**config.mk**
```make
export PLATFORM = sky130hd
export DESIGN_NAME = uart_tx_serializer
export DESIGN_NICKNAME = d
export VERILOG_FILES = /design/src/rtl/uart_pkg.sv /design/src/rtl/uart_tx_baud_tick.sv /design/src/rtl/uart_tx_serializer.sv
export SDC_FILE = /design/constraint.sdc
export NUM_CORES = 1
export LEC_CHECK = 0
export ABC_AREA = 1
export CORE_ASPECT_RATIO = 1.75
export CORE_UTILIZATION = 40
export DETAILED_ROUTE_END_ITERATION = 8
export MAX_ROUTING_LAYER = met4
export PLACE_DENSITY = 0.66
export SLEW_MARGIN = 25
export SYNTH_ARGS = -nofsm -noshare
export SYNTH_HDL_FRONTEND = slang
export SYNTH_HIERARCHICAL = 1
export SYNTH_SLANG_ARGS = --single-unit
```
**constraint.sdc**
```tcl
create_clock -name system_clk -period 3.4 [get_ports system_clk]
set_input_delay 1.02 -clock system_clk [delete_from_list [all_inputs] [get_ports system_clk]]
set_output_delay 1.02 -clock system_clk [all_outputs]
set_load 0.005 [all_outputs]
```
**src/rtl/uart_pkg.sv**
```systemverilog
// ----------------------------------------------------------------------------
// uart_pkg
// Definitions shared by the UART transmit and receive paths.
//   - baud code values carried on the 2-bit baud_rate bus
//   - nominal bit periods in system_clk cycles (200 MHz clock)
//   - bit_cycles(): maps a baud code to its bit period
//   - transmit FSM state encoding
// ----------------------------------------------------------------------------
package uart_pkg;

    localparam logic [1:0] BAUD_9600  = 2'b00;
    localparam logic [1:0] BAUD_19200 = 2'b01;
    localparam logic [1:0] BAUD_38400 = 2'b10;
    localparam logic [1:0] BAUD_57600 = 2'b11;

    typedef logic [15:0] bit_cyc_t;

    localparam bit_cyc_t BIT_CYC_9600  = 16'd20833;
    localparam bit_cyc_t BIT_CYC_19200 = 16'd10416;
    localparam bit_cyc_t BIT_CYC_38400 = 16'd5208;
    localparam bit_cyc_t BIT_CYC_57600 = 16'd3472;

    typedef enum logic [2:0] {
        IDLE   = 3'd0,
        START  = 3'd1,
        DATA   = 3'd2,
        PARITY = 3'd3,
        STOP   = 3'd4
    } tx_state_t;

    function automatic bit_cyc_t bit_cycles(input logic [1:0] baud_rate);
        bit_cyc_t cyc;
        case (baud_rate)
            BAUD_9600:  cyc = BIT_CYC_9600;
            BAUD_19200: cyc = BIT_CYC_19200;
            BAUD_38400: cyc = BIT_CYC_38400;
            BAUD_57600: cyc = BIT_CYC_57600;
            default:    cyc = BIT_CYC_9600;
        endcase
        return cyc;
    endfunction

endpackage

```
**src/rtl/uart_tx_baud_tick.sv**
```systemverilog
// ----------------------------------------------------------------------------
// uart_tx_baud_tick
// Restartable bit-period divider for the UART transmitter.
// Ports:
//   system_clk  in   system clock
//   reset_n     in   asynchronous active-low reset
//   restart     in   zeroes the count (frame acceptance)
//   divisor     in   cycles per bit
//   bit_end     out  high for the one cycle where count == divisor-1
// ----------------------------------------------------------------------------
module uart_tx_baud_tick
    import uart_pkg::*;
(
    input  logic     system_clk,
    input  logic     reset_n,
    input  logic     restart,
    input  bit_cyc_t divisor,
    output logic     bit_end
);

    bit_cyc_t count;

    // The count returns to zero on the terminal value, so each bit spans
    // exactly 'divisor' cycles and the counter never runs past it.
    assign bit_end = (count == bit_cyc_t'(divisor - 16'd1));

    always_ff @(posedge system_clk or negedge reset_n) begin
        if (!reset_n) begin
            count <= '0;
        end else if (restart || bit_end) begin
            count <= '0;
        end else begin
            count <= count + 16'd1;
        end
    end

endmodule

```
**src/rtl/uart_tx_serializer.sv**
```systemverilog
// ----------------------------------------------------------------------------
// uart_tx_serializer
// UART transmit path: takes bytes over a valid/ready handshake and sends
// start bit, DATA_BITS data bits LSB first, optional parity, STOP_BITS stop
// bits on tx_serial. All outputs are registered.
// Parameters:
//   DATA_BITS   data bits per frame (5..8)
//   PARITY_EN   1 = append parity bit
//   PARITY_ODD  1 = odd parity, 0 = even
//   STOP_BITS   1 or 2
//   CYC_SHIFT   right shift applied to the bit-period table; 0 = nominal rates
// Ports:
//   system_clk  in   system clock (200 MHz nominal)
//   reset_n     in   asynchronous active-low reset
//   baud_rate   in   2-bit baud code, sampled at acceptance
//   tx_data     in   byte to send, sampled at acceptance
//   tx_valid    in   byte offered
//   tx_ready    out  idle, can accept a byte
//   tx_serial   out  serial line, idles high
//   tx_busy     out  frame in progress
//   tx_done     out  one-cycle pulse when a frame completes
// ----------------------------------------------------------------------------
module uart_tx_serializer
    import uart_pkg::*;
#(
    parameter int DATA_BITS  = 8,
    parameter int PARITY_EN  = 0,
    parameter int PARITY_ODD = 0,
    parameter int STOP_BITS  = 1,
    parameter int CYC_SHIFT  = 0
) (
    input  logic                 system_clk,
    input  logic                 reset_n,
    input  logic [1:0]           baud_rate,
    input  logic [DATA_BITS-1:0] tx_data,
    input  logic                 tx_valid,
    output logic                 tx_ready,
    output logic                 tx_serial,
    output logic                 tx_busy,
    output logic                 tx_done
);

    localparam int IDX_W = $clog2(DATA_BITS);

    tx_state_t            state;
    logic [DATA_BITS-1:0] shreg;
    logic [IDX_W-1:0]     bit_idx;
    logic                 stop_cnt;
    logic                 parity_bit;
    logic [1:0]           baud_q;
    bit_cyc_t             divisor;
    logic                 accept;
    logic                 bit_end;

    assign accept  = tx_valid && tx_ready;
    // Divisor follows the latched code only, so baud_rate may change freely
    // while a frame is on the line.
    assign divisor = bit_cycles(baud_q) >> CYC_SHIFT;

    uart_tx_baud_tick u_tick (
        .system_clk (system_clk),
        .reset_n    (reset_n),
        .restart    (accept),
        .divisor    (divisor),
        .bit_end    (bit_end)
    );

    always_ff @(posedge system_clk or negedge reset_n) begin
        if (!reset_n) begin
            state      <= IDLE;
            shreg      <= '0;
            bit_idx    <= '0;
            stop_cnt   <= 1'b0;
            parity_bit <= 1'b0;
            baud_q     <= BAUD_9600;
            tx_serial  <= 1'b1;
            tx_ready   <= 1'b1;
            tx_busy    <= 1'b0;
            tx_done    <= 1'b0;
        end else begin
            tx_done <= 1'b0;
            case (state)
                IDLE: begin
                    tx_serial <= 1'b1;
                    tx_ready  <= 1'b1;
                    tx_busy   <= 1'b0;
                    if (accept) begin
                        // Start bit goes out in the cycle right after acceptance.
                        shreg      <= tx_data;
                        baud_q     <= baud_rate;
                        parity_bit <= (^tx_data) ^ 1'(PARITY_ODD);
                        bit_idx    <= '0;
                        stop_cnt   <= 1'b0;
                        tx_serial  <= 1'b0;
                        tx_ready   <= 1'b0;
                        tx_busy    <= 1'b1;
                        state      <= START;
                    end
                end
                START: begin
                    if (bit_end) begin
                        tx_serial <= shreg[0];
                        shreg     <= shreg >> 1;
                        state     <= DATA;
                    end
                end
                DATA: begin
                    if (bit_end) begin
                        if (bit_idx == IDX_W'(DATA_BITS - 1)) begin
                            if (PARITY_EN != 0) begin
                                tx_serial <= parity_bit;
                                state     <= PARITY;
                            end else begin
                                tx_serial <= 1'b1;
                                state     <= STOP;
                            end
                        end else begin
                            bit_idx   <= bit_idx + 1'b1;
                            tx_serial <= shreg[0];
                            shreg     <= shreg >> 1;
                        end
                    end
                end
                PARITY: begin
                    if (bit_end) begin
                        tx_serial <= 1'b1;
                        state     <= STOP;
                    end
                end
                STOP: begin
                    if (bit_end) begin
                        if (stop_cnt == 1'(STOP_BITS - 1)) begin
                            tx_serial <= 1'b1;
                            tx_ready  <= 1'b1;
                            tx_busy   <= 1'b0;
                            tx_done   <= 1'b1;
                            state     <= IDLE;
                        end else begin
                            stop_cnt <= 1'b1;
                        end
                    end
                end
                default: begin
                    tx_serial <= 1'b1;
                    tx_ready  <= 1'b1;
                    tx_busy   <= 1'b0;
                    state     <= IDLE;
                end
            endcase
        end
    end

endmodule

```
==> metrics.txt <==
status complete, no violations; clock share of power 14.2%; vias in the first global route 2357; synthesized area per cell 6.914 sq um; Sw Share approximately half; Hold Crit Class register to register; post-placement cell area 0.002900 sq mm; gpl congestion 0.9511; Peak Freq 337.9 MHz; Vias/cell 4.925; final wirelength between 6 and 7 mm; via count between 2k and 2.5k; power share of the combinational group 56.9%; worst path arrival time about 3.1 ns; final hold violation count 0; ys flop type dfrtp_1; Clock Sinks 36; Reg power frac around 29%; Clk pin slew, worst setup/hold paths 0.07 ns; VDD IR max 0.5349 mV; Synth Register Bits 36; Die Height 109.8 um; critical path launch point type register; Int Power 1.138 mW; maxcap violations 0; Final Cycle Share 87.05%; initial core utilization 41.99%; Synth area leader dfrtp_1; DRT Pass-1 Iters 4; All-Layer GR Usage 19.64%; post-detail-place hpwl 4.683 mm; clk_skew 0.006766 ns; worst slew pin tran 0.7984 ns; R2R Path Start baud_q[0]; layout cells sized above 1 between 10% and 20%; Site Rows 38; most common cell in the netlist nand2_1; Post-Syn Area 0.002655 sq mm; Buffers on Ports 16; Reg-to-Reg End shreg[4]; first-pass GRT wire length just over 10 mm; # IOs 17; Die ar. 0.006980 sq mm; cell area after layout 0.002993 sq mm; n_diodes 0; Slew Limit Fails 0; cell count after synthesis 384; Tmin final roughly 3.0 ns; H-tree levels 2; CTS Buf Count 5; initial antenna violation count 0; GRT overflow 0; setup TNS 0 ns; utilization after layout a little under half; root buffer cell clkbuf_8; area fraction of the dominant cell type after synthesis 32.05%; YS warnings 6; Psw 1.111 mW; most frequent cells after synthesis nand2_1 (121), nor2_1 (47), inv_1 (44); Crit Path Max Fanout 9; CTS tree done; CP Capture Type register; largest net degree at the start of global routing 37; Starting DRT DRC Count 96; Final nets 432; R2R Setup Slk 0.44 ns; Die X 63.59 um; post-synthesis sequential area ratio 34.02%; Hold Path Stages 2; cell depth of the worst flop-to-flop path 20; leakage 1.485 nW; worst-case clock buffer depth 2; DRC Markers 0; Max-Slew Margin vs Limit 46.78%; Worst EP required 3.58 ns; hold endpoint shreg[7]; worst-skew pair later-pin latency between 0.2 and 0.3 ns; final setup fails 0; largest cells by area after synthesis dfrtp_1 (32%), nand2_1 (17%), nor2_1 (6.6%); HP Start shreg[7]; unrepaired setup endpoints after global routing false; fraction of registers with async set/reset 100.0%; area delta synth->final 12.72%; post-route ant nets 0; Yosys cell types 30; PD cells ~750 mW/mm^2; critical path class register to register; Core ar. 0.006324 sq mm; EDFF count, synth 0; DR WL/cell between 10 and 15 um
## routing by layer
metal	part of all wire [%]	global-route usage, %
met5	0	-
met4	4.6	13.96
met3	2.3	2.905
met2	55	36.55
met1	38	17.93
## cells by family after synthesis
family / count (synthesis) / share of synthesized area, %
and+or+nand+nor: 243 / 42.27
buffers and inverters: 52 / 8.435
DFF: 36 / 34.02
AOI/OAI and AO/OA: 23 / 4.430
xor gates and xnor gates: 21 / 6.928
adders and majority gates: 8 / 3.770
other: 1 / 0.1412
## state kept, by name (all words and copies together) (netlist names)
name and count:
baud_q 2, shreg 8, tx_ready 1, state 3
bit_idx 3, u_tick/count 16, tx_done 1, tx_busy 1
tx_serial 1
## power groups by stage
stage	Clock [mW]	Combinational (mW)	Sequential, mW
after floorplan	0	0.990	0.625
after global placement	0	1.26	0.651
after CTS	0.336	1.28	0.650
after detailed placement	0	1.28	0.656
final	0.320	1.28	0.651
after global routing	0.351	1.45	0.662
## cells in the final DEF (no fill, tap or decap), types with 8 or more instances in the layout
cell               n
dfrtp_1           34
xor2_1            15
nand3_1           23
nand2_2            8
nand2_1          121
clkdlybuf4s50_1   15
o21ai_0           14
nand4_1           10
nor2_2            16
conb_1            11
ha_1               8
inv_1             44
nor2_1            47
## cell type report
cell class,instances,area [sq um]
fillers,650,3331
multi-input cells,306,1565
flip-flops and latches,36,903.4
inverters,45,168.9
repair buffers,17,162.7
well taps,80,100.1
clock buffers,6,82.58
clock inverters,2,10.01
## worst max-delay path, cell delays in order (launching register included)
cell	delay, ns
dfrtp_1	0.40
inv_1	0.09
ha_1	0.29
inv_1	0.19
nand2_1	0.22
nor2_2	0.18
nand2_2	0.14
nor2_4	0.15
nand2_1	0.06
nand2_1	0.06
nand2_1	0.05
nor2_1	0.09
nand2_1	0.07
nor2_1	0.14
nand2_2	0.10
inv_1	0.07
inv_1	0.09
nand2_1	0.12
nand2_4	0.11
o21ai_0	0.16
nand2_1	0.08
## stage by stage
stage / total power, mW / setup WS, ns / hold WS (ns) / cells
floorplan: 1.616 / 0.8950 / 0.4570 / 394
global placement: 1.910 / 0.4406 / 0.4726 / 484
detailed placement: 1.934 / 0.4039 / 0.4842 / 484
CTS: 2.268 / 0.3814 / 0.5013 / 492
global route: 2.462 / 0.04363 / 0.5249 / 492
finish: 2.249 / 0.4404 / 0.4959 / 492
## what timing repair did
action                                  in CTS  in global routing
endpoints found under the setup margin       0                 10
hold buffers                                 0                  0
buffers inserted                             0                  0
resized for setup                            0                  1
## how the worst max path moves through the flow
| stage | startpoint | end | slack, ns | cells past startpoint |
|---|---|---|---|---|
| finish | baud_q[0] | shreg[4] | 0.44 | 20 |
| global route | baud_q[0] | shreg[4] | 0.04 | 21 |
| CTS | baud_q[0] | bit_idx[1] | 0.38 | 18 |
| detailed placement | baud_q[0] | shreg[4] | 0.40 | 18 |
| global placement | baud_q[0] | shreg[3] | 0.44 | 19 |
| floorplan | baud_q[0] | shreg[0] | 0.90 | 19 |
(Power assumes the default switching activity.)
